--- config.mk ---
export PLATFORM = sky130hd
export DESIGN_NAME = sys_bridge
export DESIGN_NICKNAME = d
export VERILOG_FILES = /design/src/rtl/sys_bridge.sv
export SDC_FILE = /design/constraint.sdc
export NUM_CORES = 1
export LEC_CHECK = 0
export BUFFER_PORTS_ARGS = -buffer_cell sky130_fd_sc_hd__buf_2
export CORE_UTILIZATION = 39
export DETAILED_ROUTE_END_ITERATION = 8
export GPL_TIMING_DRIVEN = 1
export PLACE_DENSITY = 0.66
export SKIP_LAST_GASP = 1
export SLEW_MARGIN = 5
export SYNTH_ARGS = -nofsm -noshare
export SYNTH_HDL_FRONTEND = slang
export SYNTH_SLANG_ARGS = --single-unit
--- constraint.sdc ---
create_clock -name clk -period 1.7 [get_ports clk]
set_input_delay 0 -clock clk [delete_from_list [all_inputs] [get_ports clk]]
set_output_delay 0 -clock clk [all_outputs]
set_load 0.01 [all_outputs]
--- src/rtl/sys_bridge.sv ---
// CPU-side peripheral bus initiator: decodes word accesses to two timers
// and an interrupt collector, and drives masked pending interrupts to CP0.
module sys_bridge #(
  parameter logic [31:0] TC0_BASE = 32'h0000_7F00,
  parameter logic [31:0] TC1_BASE = 32'h0000_7F10,
  parameter logic [31:0] INT_BASE = 32'h0000_7F20
) (
  input  logic        clk,
  input  logic        reset,
  input  logic        cpu_req,
  input  logic        cpu_we,
  input  logic [31:0] cpu_addr,
  input  logic [31:0] cpu_wdata,
  output logic        cpu_ready,
  output logic        cpu_done,
  output logic [31:0] cpu_rdata,
  output logic        cpu_err,
  output logic [29:0] dev_addr,
  output logic [31:0] dev_din,
  output logic        dev_we0,
  output logic        dev_we1,
  input  logic [31:0] dev_dout0,
  input  logic [31:0] dev_dout1,
  input  logic [5:0]  irq_in,
  output logic [5:0]  hw_int
);

  typedef enum logic [1:0] {
    IDLE,
    ISSUE,
    RESP
  } state_t;

  typedef enum logic [1:0] {
    T_TC0,
    T_TC1,
    T_INT,
    T_NONE
  } tgt_t;

  state_t     state;
  tgt_t       tgt;
  tgt_t       dec;
  logic       we_q;
  logic [1:0] off;
  logic [5:0] pending;
  logic [5:0] mask;
  logic [5:0] irq_q;
  logic [5:0] ack;
  logic [31:0] int_rd;
  logic [31:0] rd_mux;
  logic       hit0;
  logic       hit1;
  logic       hit2;
  logic       off_ok;
  logic       int_wr;
  logic       unused_addr;

  assign unused_addr = ^cpu_addr[1:0];
  assign cpu_ready   = (state == IDLE);

  // Offset 3 of every window is a hole
  assign off_ok = (cpu_addr[3:2] != 2'd3);
  assign hit0   = off_ok && (cpu_addr[31:4] == TC0_BASE[31:4]);
  assign hit1   = off_ok && (cpu_addr[31:4] == TC1_BASE[31:4]);
  assign hit2   = off_ok && (cpu_addr[31:4] == INT_BASE[31:4]);

  always_comb begin
    dec = T_NONE;
    unique case (1'b1)
      hit0:    dec = T_TC0;
      hit1:    dec = T_TC1;
      hit2:    dec = T_INT;
      default: dec = T_NONE;
    endcase
  end

  assign int_wr = (state == ISSUE) && we_q && (tgt == T_INT);

  always_comb begin
    int_rd = 32'h0;
    case (off)
      2'd0:    int_rd = {26'h0, pending};
      2'd1:    int_rd = {26'h0, mask};
      default: int_rd = 32'h0;
    endcase
  end

  always_comb begin
    rd_mux = 32'h0;
    if (!we_q) begin
      case (tgt)
        T_TC0:   rd_mux = dev_dout0;
        T_TC1:   rd_mux = dev_dout1;
        T_INT:   rd_mux = int_rd;
        default: rd_mux = 32'h0;
      endcase
    end
  end

  always_ff @(posedge clk or negedge reset) begin
    if (!reset) begin
      state     <= IDLE;
      tgt       <= T_NONE;
      we_q      <= 1'b0;
      off       <= 2'd0;
      dev_addr  <= 30'h0;
      dev_din   <= 32'h0;
      dev_we0   <= 1'b0;
      dev_we1   <= 1'b0;
      cpu_done  <= 1'b0;
      cpu_err   <= 1'b0;
      cpu_rdata <= 32'h0;
      mask      <= 6'h0;
    end else begin
      dev_we0  <= 1'b0;
      dev_we1  <= 1'b0;
      cpu_done <= 1'b0;
      case (state)
        IDLE: begin
          if (cpu_req) begin
            state    <= ISSUE;
            tgt      <= dec;
            we_q     <= cpu_we;
            off      <= cpu_addr[3:2];
            dev_addr <= cpu_addr[31:2];
            dev_din  <= cpu_wdata;
            dev_we0  <= cpu_we && (dec == T_TC0);
            dev_we1  <= cpu_we && (dec == T_TC1);
          end
        end
        ISSUE: begin
          state     <= RESP;
          cpu_done  <= 1'b1;
          cpu_err   <= (tgt == T_NONE);
          cpu_rdata <= rd_mux;
          if (int_wr && off == 2'd1) begin
            mask <= dev_din[5:0];
          end
        end
        RESP: begin
          state <= IDLE;
        end
        default: begin
          state <= IDLE;
        end
      endcase
    end
  end

  // A rising edge in the same cycle as an ACK clear keeps the bit set
  assign ack = (int_wr && off == 2'd2) ? dev_din[5:0] : 6'h0;

  always_ff @(posedge clk or negedge reset) begin
    if (!reset) begin
      irq_q   <= 6'h0;
      pending <= 6'h0;
      hw_int  <= 6'h0;
    end else begin
      irq_q   <= irq_in;
      pending <= (pending & ~ack) | (irq_in & ~irq_q);
      hw_int  <= pending & mask;
    end
  end

endmodule

# Yosys cells after proc, flatten, opt, wreduce, memory -nomap -nowiden
# Cells that the tools add are included.
op_classes:
  add_sub_neg: 0
  mul: 0
  div_mod_pow: 0
  n_lt_le_gt_ge: 0
  eq_ne: 12
  shifts: 0
  mux: 12
  bitwise_logic: 6
  n_reduce_logical: 15
op_table:
  columns: ["operator", "n"]
  rows:
  - ["one-hot mux 32 bit (3 select lines)", 1]
  - ["== test 28 x 11 -> 1 bit, second input constant", 3]
  - ["2-to-1 mux 32 bit", 1]
  - ["bitwise AND 6 bit", 3]
  - ["NOT 6 bit", 2]
  - ["one-hot mux 6 bit (2 select lines)", 1]
  - ["logical AND 1 bit", 9]
  - ["== test 2 x 1 -> 1 bit, second input constant", 4]
  - ["logical NOT 2 bit", 4]
  - ["== test 2 bit, second input constant", 3]
  - ["2-to-1 mux 6 bit", 1]
  - ["OR 6 bit", 1]
  - ["one-hot mux 2 bit (3 select lines)", 1]
  - ["2-to-1 mux 1 bit", 5]
  - ["inequality test 2 bit, second input constant", 2]
  - ["one-hot mux 2 bit (2 select lines)", 1]
  - ["AND reduction 2 bit", 2]
  - ["2-to-1 mux 2 bit", 1]
totals:
  ff_bits: 129
  latchBits: 0
  ramBits: 0
  rom_bits: 0
  in_bits: 138
  out_inout_bits: 105
  mem_count: 0

# Depth between registers and ports, before layout
# Gate-level depths: netlist (run 1).
logic_depth:
  ltp_word: 8
  mapped_depth: 6

# Worst setup path before layout (run 1)
# No wires, ideal clock.
synth_timing:
  path_type: "reg-to-reg"
  start: "reg dev_addr[0] (netlist name)"
  end: "reg cpu_rdata[0]"
  arrival_ps: 1385
  required_time_ps: 1578
  path_slack_ps: 193
  path_stages_with_launch: 5
  n_path_buf: 1
  synth_period_minus_slack_ps: 1507
  path_cell_list: "dfrtp_1 buf_6 mux2_4 a221o_1 a32o_1"
synth_rtl:
  columns: ["item", "line_no", "source"]
  rows:
  - ["end signal: assignment", "136", "cpu_rdata <= rd_mux;"]
  - ["end: declaration", "16", "output logic [31:0] cpu_rdata,"]

==> metrics.md, run 1 <==
| Metric | Value |
|---|---|
| Outcome | complete, no violations |
| Most frequent cell after synthesis | dfrtp_1 |
| Setup violators final | 0 |
| Initial antenna violation count | 0 |
| CP required | 1990 ps |
| Pwr dens | 1040 nW/um^2 |
| CTS clk-pin slew, worst paths | 50 ps |
| First-pass GRT wire length | 24570 um |
| Clock Latency Late Sink | 410 ps |
| R2R depth | 3 |
| CTS Buf Count | 17 |
| Crit path time final | 1655 ps |
| Vias in the first global route | 4900 |
| RSZ-0062 raised after global routing | false |
| Post-synth top cells | dfrtp_1 (125), mux2_2 (68), o21ai_0 (34), nand2_1 (30), mux2i_1 (26) |
| Fillers | 972 |
| Fmax | 604.2 MHz |
| Die height | 118.1 um |
| Cell breakdown of the critical path | mux2_4 -> a221o_1 -> a32o_1 |
| Area delta synth->final | 62.01% |
| WHS | 48.68 ps |
| Vias | 4669 |
| Die width | 118.1 um |
| Reg2reg start | dev_addr[0] |
| PortBufs | 240 |
| Slew HR | 64.77% |
| First DRT Iteration DRCs | 227 |
| Post-CTS setup buffers | 0 |
| Async set or reset register ratio after synthesis | 100.0% |
| Net Count, Synth | 525 |
| Die area | 13960 um^2 |
| DRC | 0 |
| Post-route ant nets | 0 |
| WP data arrival | 1950 ps |
| Floorplan row count | 42 |
| Crit Path Category | flip-flop to flip-flop |
| Core area | 13190 um^2 |
| Proportion of layout cells with a drive suffix above 1 | 46.46% |
| Sequential area share after synthesis | 60.47% |
| EDFF count, synth | 0 |
| Kind of end point of the critical path | flip-flop |
| CTS HTree Levels | 4 |
| RePlAce Congestion | 0.8221 |
| Worst-Margin Slew | 521.4 ps |
| Type of origin of the critical path | flip-flop |
| Synth top area cells | dfrtp_1 (59%), mux2_2 (15%), mux2i_1 (4.9%), o21ai_0 (3.2%), a221o_1 (2.3%) |
| Largest net degree at the start of global routing | 65 |
| Clk root buf | clkbuf_16 |
| Avg WL per Cell | 16.20 um |
| Setup TNS Final | 0 ps |
| Lkg Pwr | 4.375 nW |
| Hold Crit Start | dev_dout0[1] |
| GRT Total Usage | 22.83% |
| Pre-CTS setup slack | 50.92 ps |
| HP Class | input port to flip-flop |
| Max-slew violation count | 0 |
| Slowest library cell on the worst path | dfrtp_1 |
| Dpl hpwl | 9453 um |
| Most area-hungry cell type in the Yosys netlist | dfrtp_1 |
| Post-layout util | 64.61% |
| Initial Util | 39.88% |
| Synth Flop Type | dfrtp_1 |
| Peak supply drop | 0.0007690 V |
| Number of distinct library cells after synthesis | 36 |
| Syn_area_per_cell | 13.59 um^2 |
| CTS tree | built |
| CP max stage delay | 620 ps |
| Hold Path End | cpu_rdata[1] |
| Clock sink total | 127 |
| Antenna Cells | 0 |
| Post-Syn Instances | 387 |
| CP top delay family | flip-flops |
| CTS Buffer Depth | 2 |
| Yosys warnings | 0 |
| CP Depth | 3 |
| Hold Vio Cnt, Final | 0 |
| Number of vias per cell | 4.899 |
| CTS Hold Bufs | 129 |
| Final Cycle Share | 97.36% |
| Peak fanout along the critical path | 8 |
| Final Skew | 9.275 ps |
| Max cap viols | 0 |
| RR Endpoint | cpu_rdata[1] |
| WL final | 15440 um |
| TritonRoute pass-1 iters | 4 |
| Yosys reg bits | 127 |
| R2R Setup Slk | 40 ps |
| Worst Setup SP | dev_addr[0] |
| Final nets | 904 |
| Final worst slack | 44.80 ps |
| Remaining Overflow, GRT | 0 |
| CP Buf/Inv Count | 0 |
| Share of the synthesized area in the top cell type | 59.47% |
| Hold depth | 3 |
| Area of the mapped netlist | 5260 um^2 |
| # IOs | 243 |
| Resized Gates After CTS | 0 |
per-layer routing:
metal  GRT usage [%]  up-vias  routed length (um)
met4           8.413        0                 235
met5               0        -                   0
met3           7.770       20                1025
met1           26.26     2287                6183
li1                -     2154                   -
met2           39.26      208                7996
sequential cells by signal (all words and copies together), names as in the netlist, 2 cells and up:
signal     cells
hw_int         6
dev_addr      30
irq_q          6
pending        6
tgt            2
dev_din       32
cpu_rdata     32
state          2
mask           6
through the flow:
| stage | instances | total power [mW] | area (um^2) |
|---|---|---|---|
| 2_1_floorplan | 387 | 4.608 | 5260 |
| 3_3_place_gp | 794 | 5.380 | 6704 |
| 6_report | 953 | 8.861 | 8522 |
| 5_1_grt | 953 | 9.278 | 8522 |
| 3_5_place_dp | 794 | 5.432 | 6704 |
| 4_1_cts | 953 | 8.914 | 8522 |
worst max-delay path by stage:
stage | to | slack (ps)
after global placement | cpu_rdata[1] | 100
after global routing | cpu_rdata[1] | 0.2
after floorplan | cpu_rdata[0] | 190
after detailed placement | cpu_rdata[1] | 50
final | cpu_rdata[1] | 40
after CTS | cpu_rdata[1] | 30
tightest hold or removal path: stages:
cell	delay, ps
buf_2	100
a221o_1	150
a32o_1	160
placed cells by master, fill, tap and decap left out, types with 6 or more instances in the layout:
cell type	instances
buf_2	239
dlygate4sd3_1	129
dfrtp_1	125
mux2_2	68
o21ai_0	34
nand2_1	30
mux2i_1	26
inv_1	17
clkbuf_16	17
a221o_1	12
buf_4	9
nor2b_1	7
and2_1	6
mux2_4	6
a32o_1	6
cells by family (layout without fill, tap and decap cells):
family	Yosys count	count (layout)	share of synthesized area (%)
compound gates	55	55	7.041
buf+inv	37	427	3.235
flops	127	127	60.47
mux	100	100	21.22
simple gates	68	68	8.040
final cells by class:
cell class / instances / area [um^2] / area share (%)
multi-input cells: 223 / 1916 / 22.48
inverters: 17 / 63.81 / 0.7488
flip-flops and latches: 127 / 3181 / 37.32
clock buffers: 24 / 491.7 / 5.770
clock inverters: 6 / 35.03 / 0.4111
well taps: 176 / 220.2 / 2.584
repair buffers: 380 / 2615 / 30.69
power breakdown:
part           internal (mW)  leakage, nW  switching, mW
Combinational           1.06         2.55          0.843
Clock                   1.99        0.258           1.23
Sequential              3.45         1.57          0.286
Note: power is estimated with default switching activity, not from simulation.
==> run 2: changes to the inputs <==
Settings changed: CORE_ASPECT_RATIO set to 1.75.
==> metrics.md, run 2 (same netlist as run 1, synthesis figures left out) <==
| Metric | Value |
|---|---|
| CTS HTree Levels | 4 |
| Final Cycle Share | 91.87% |
| Clock sink total | 127 |
| Outcome | complete, no violations |
| Initial Util | 40.23% |
| Switching Share | 26.83% |
| RSZ-0062 raised after global routing | false |
| CTS Hold Bufs | 129 |
| # IOs | 243 |
| CTS Buf Count | 17 |
| CTS tree | built |
| Peak supply drop | 0.0007290 V |
| Hold Vio Cnt, Final | 0 |
| Cells after DPL | 789 |
| Final nets | 904 |
| CP required | 1990 ps |
| FF/Latch Area | 3181 um^2 |
| Core area | 13080 um^2 |
| Initial antenna violation count | 0 |
| Cell Area, Placed | 6710 um^2 |
| Post-CTS setup buffers | 0 |
| Dpl hpwl | 9900 um |
| Commonest non-fill, non-tap cell in the layout | buf_2 |
| GRT Total Usage | 22.71% |
| Fillers | 1006 |
| TritonRoute pass-1 iters | 5 |
| Max cap viols | 0 |
| Multi-input gate area | 1916 um^2 |
| First-pass GRT wire length | 24700 um |
| Final Skew | 8.624 ps |
| Lkg Pwr | 4.400 nW |
| WP data arrival | 1850 ps |
| Int Pwr | 6.709 mW |
| Post-Layout Cell Count | 951 |
| Type of origin of the critical path | flip-flop |
| First DRT Iteration DRCs | 159 |
| Most frequent cells in the layout | buf_2 (239), dlygate4sd3_1 (129), dfrtp_1 (125) |
| Number of vias per cell | 4.828 |
| Comb pwr share | 21.0% |
| Peak fanout along the critical path | 7 |
| Remaining Overflow, GRT | 0 |
| Clock network fraction of design power | 38.5% |
| Switching power total | 2.460 mW |
| Vias | 4591 |
| Final Cell Area | 8584 um^2 |
| Sequential power share | 40.6% |
| Die width | 89.79 um |
| CTS clk-pin slew, worst paths | 60 ps |
| Die area | 13970 um^2 |
| Kind of end point of the critical path | flip-flop |
| WL final | 15760 um |
| Post-route ant nets | 0 |
| CTS Buffer Depth | 2 |
| Crit path time final | 1562 ps |
| Die height | 155.6 um |
| Crit Path Category | flip-flop to flip-flop |
| Clk root buf | clkbuf_16 |
| HP Class | input port to flip-flop |
| Slew HR | 61.50% |
| Pwr dens | 1068 nW/um^2 |
| Top Registers | cpu_rdata (32), dev_din (32), dev_addr (30) |
| Vias in the first global route | 4974 |
| Resized Gates After CTS | 0 |
| Clock Latency Late Sink | 400 ps |
| Setup violators final | 0 |
| Largest net degree at the start of global routing | 42 |
| Max-slew violation count | 0 |
| Floorplan row count | 55 |
| Proportion of layout cells with a drive suffix above 1 | 46.98% |
| Final worst slack | 138.3 ps |
| Pre-CTS setup slack | 132.0 ps |
| Area delta synth->final | 63.20% |
| DRC | 0 |
| Avg WL per Cell | 16.57 um |
| Setup TNS Final | 0 ps |
| Fmax | 640.3 MHz |
| PortBufs | 240 |
| Worst-Margin Slew | 569.7 ps |
| RePlAce Congestion | 0.8065 |
run 2: cell count changes in the layout (fill, tap and decap cells not counted), sizes merged:
| cell | previous run | this run |
|---|---|---|
| bufinv | 0 | 2 |
| clkinv | 4 | 6 |
| clkbuf | 24 | 18 |
| clkinvlp | 2 | 4 |
| diode | 0 | 1 |
| inv | 17 | 19 |
run 2: through the flow:
step / hold slack [ps] / utilization, % / total power [mW]
4_1_cts: 35.35 / 65.64 / 9.230
2_1_floorplan: -295.6 / - / 4.608
5_1_grt: 46.60 / 65.64 / 9.573
6_report: 54.05 / 65.66 / 9.169
3_5_place_dp: -11.59 / 51.32 / 5.442
3_3_place_gp: -16.01 / 51.32 / 5.386
run 2: final timing paths:
path                                from            end  slack, ps  cells past startpoint
hold / removal              dev_dout1[5]   cpu_rdata[5]         50                      4
min in group asynchronous          reset     pending[3]        100                      2
max in group asynchronous          reset         tgt[1]        940                      3
setup / recovery             dev_addr[0]   cpu_rdata[3]        140                      3
hold reg to reg            cpu_rdata[23]  cpu_rdata[23]        470                      2
setup reg to reg             dev_addr[0]   cpu_rdata[3]        140                      3
run 2: layout make-up:
class | instances | area share, %
Tap cell | 171 | 2.492
Multi-Input combinational cell | 223 | 22.31
Timing Repair Buffer | 380 | 30.61
Clock buffer | 18 | 5.116
Sequential cell | 127 | 37.05
Antenna cell | 1 | 0.02915
Inverter | 17 | 0.7433
Clock inverter | 14 | 1.647
run 2: critical path, stage by stage, from the launching register on:
cell and delay, ps:
dfrtp_1 550, mux2_4 330, a221o_1 330, a32o_1 240
run 2: power by group through the flow:
stage                     sequential (mW)  clock (mW)  combinational [mW]
after floorplan                      3.91           0               0.696
after global placement               3.74           0                1.64
final                                3.72        3.53                1.92
after global routing                 3.77        3.75                2.05
after CTS                            3.71        3.60                1.91
after detailed placement             3.76           0                1.68
run 2: per-layer routing:
metal | up-vias | track usage, % | routed length (um)
li1 | 2153 | - | -
met1 | 2195 | 22.92 | 5577
met2 | 187 | 42.01 | 8635
met3 | 56 | 5.214 | 834
met4 | 0 | 13.97 | 712
met5 | - | 0 | 0
==> run 3: changes to the inputs <==
Settings changed: CAP_MARGIN set to 15, MAX_ROUTING_LAYER set to met4.
==> metrics.md, run 3 (same netlist as run 1, synthesis figures left out) <==
| Metric | Value |
|---|---|
| Hold Vio Cnt, Final | 0 |
| Number of vias per cell | 4.820 |
| CP required | 1990 ps |
| WP data arrival | 1850 ps |
| CTS Hold Bufs | 129 |
| Setup TNS Final | 0 ps |
| Die height | 155.6 um |
| RePlAce Congestion | 0.8183 |
| CTS Buf Count | 17 |
| Initial Util | 40.23% |
| Clock Latency Late Sink | 410 ps |
| Peak fanout along the critical path | 7 |
| Post-CTS setup buffers | 0 |
| CTS Buffer Depth | 2 |
| Floorplan row count | 55 |
| Dpl hpwl | 9900 um |
| RSZ-0062 raised after global routing | false |
| Pwr dens | 1068 nW/um^2 |
| Crit Path Category | flip-flop to flip-flop |
| Max layer used | met4 |
| GRT Total Usage | 23.42% |
| Cells after DPL | 789 |
| Worst-Margin Slew | 584.5 ps |
| TritonRoute pass-1 iters | 4 |
| Slew HR | 60.50% |
| WL final | 15710 um |
| # IOs | 243 |
| Die width | 89.79 um |
| Outcome | complete, no violations |
| First DRT Iteration DRCs | 170 |
| Type of origin of the critical path | flip-flop |
| Core area | 13080 um^2 |
| Avg WL per Cell | 16.52 um |
| Fmax | 640.8 MHz |
| CTS HTree Levels | 4 |
| Final Skew | 8.942 ps |
| HP Class | input port to flip-flop |
| Lkg Pwr | 4.400 nW |
| Max-slew violation count | 0 |
| Die area | 13970 um^2 |
| Proportion of layout cells with a drive suffix above 1 | 46.98% |
| Resized Gates After CTS | 0 |
| Clk root buf | clkbuf_16 |
| Final Cycle Share | 91.79% |
| Top Registers | cpu_rdata (32), dev_din (32), dev_addr (30) |
| CP max stage delay | 550 ps |
| Met3 wire len | 724 um |
| First-pass GRT wire length | 24720 um |
| Largest net degree at the start of global routing | 42 |
| Most frequent cells in the layout | buf_2 (239), dlygate4sd3_1 (129), dfrtp_1 (125) |
| Cell breakdown of the critical path | mux2_4 -> a221o_1 -> a32o_1 |
| Pre-CTS setup slack | 132.0 ps |
| Clock sink total | 127 |
| Final nets | 904 |
| Post-Layout Cell Count | 951 |
| Crit path time final | 1560 ps |
| DRC | 0 |
| CTS clk-pin slew, worst paths | 60 ps |
| Slowest library cell on the worst path | dfrtp_1 |
| PortBufs | 240 |
| Metal-1 WL | 5609 um |
| Area delta synth->final | 63.20% |
| Commonest non-fill, non-tap cell in the layout | buf_2 |
| Vias in the first global route | 4976 |
| Peak supply drop | 0.0007302 V |
| Kind of end point of the critical path | flip-flop |
| Max cap viols | 0 |
| CTS tree | built |
| WHS | 54.64 ps |
| Initial antenna violation count | 0 |
| Post-route ant nets | 0 |
| Final worst slack | 139.6 ps |
| Setup violators final | 0 |
| Routed met2 length | 8664 um |
| Power, Total | 9.170 mW |
| Remaining Overflow, GRT | 0 |
| Vias | 4584 |
[run 3: critical path: cells and delay by family, from the launching register on]
family | cells | cell delay (ps)
compound gates | 2 | 570
flops | 1 | 550
mux | 1 | 330
[run 3: final timing paths]
kind	cells past startpoint	start	slack [ps]	end
setup / recovery	3	dev_addr[0]	140	cpu_rdata[3]
hold / removal	4	dev_dout1[5]	50	cpu_rdata[5]
setup reg to reg	3	dev_addr[0]	140	cpu_rdata[3]
hold reg to reg	2	cpu_rdata[23]	470	cpu_rdata[23]
max in group asynchronous	3	reset	950	tgt[1]
min in group asynchronous	2	reset	100	pending[3]
[run 3: routing by layer]
metal | vias to the layer above | global-route usage [%]
met1 | 2184 | 23.62
met2 | 188 | 41.68
li1 | 2152 | -
met4 | 0 | 14.21
met5 | - | -
met3 | 60 | 4.581
[run 3: cell type report]
cell class	instances	area [um^2]
repair buffers	380	2628
flip-flops and latches	127	3181
inverters	17	63.81
clock buffers	18	439.2
multi-input cells	223	1916
well taps	171	214.0
diodes	1	2.502
fillers	1006	4491
clock inverters	14	141.4
[run 3: per-stage QoR]
stage	utilization, %	cell area (um^2)
global route	65.64	8582
CTS	65.64	8582
floorplan	-	5260
detailed placement	51.32	6710
finish	65.66	8584
global placement	51.32	6710
[run 3: report_power, final]
part / switching (mW) / total [mW] / leakage, nW / internal [mW]
Clock: 1.34 / 3.53 / 0.278 / 2.19
Combinational: 0.853 / 1.92 / 2.55 / 1.07
Sequential: 0.272 / 3.72 / 1.57 / 3.45
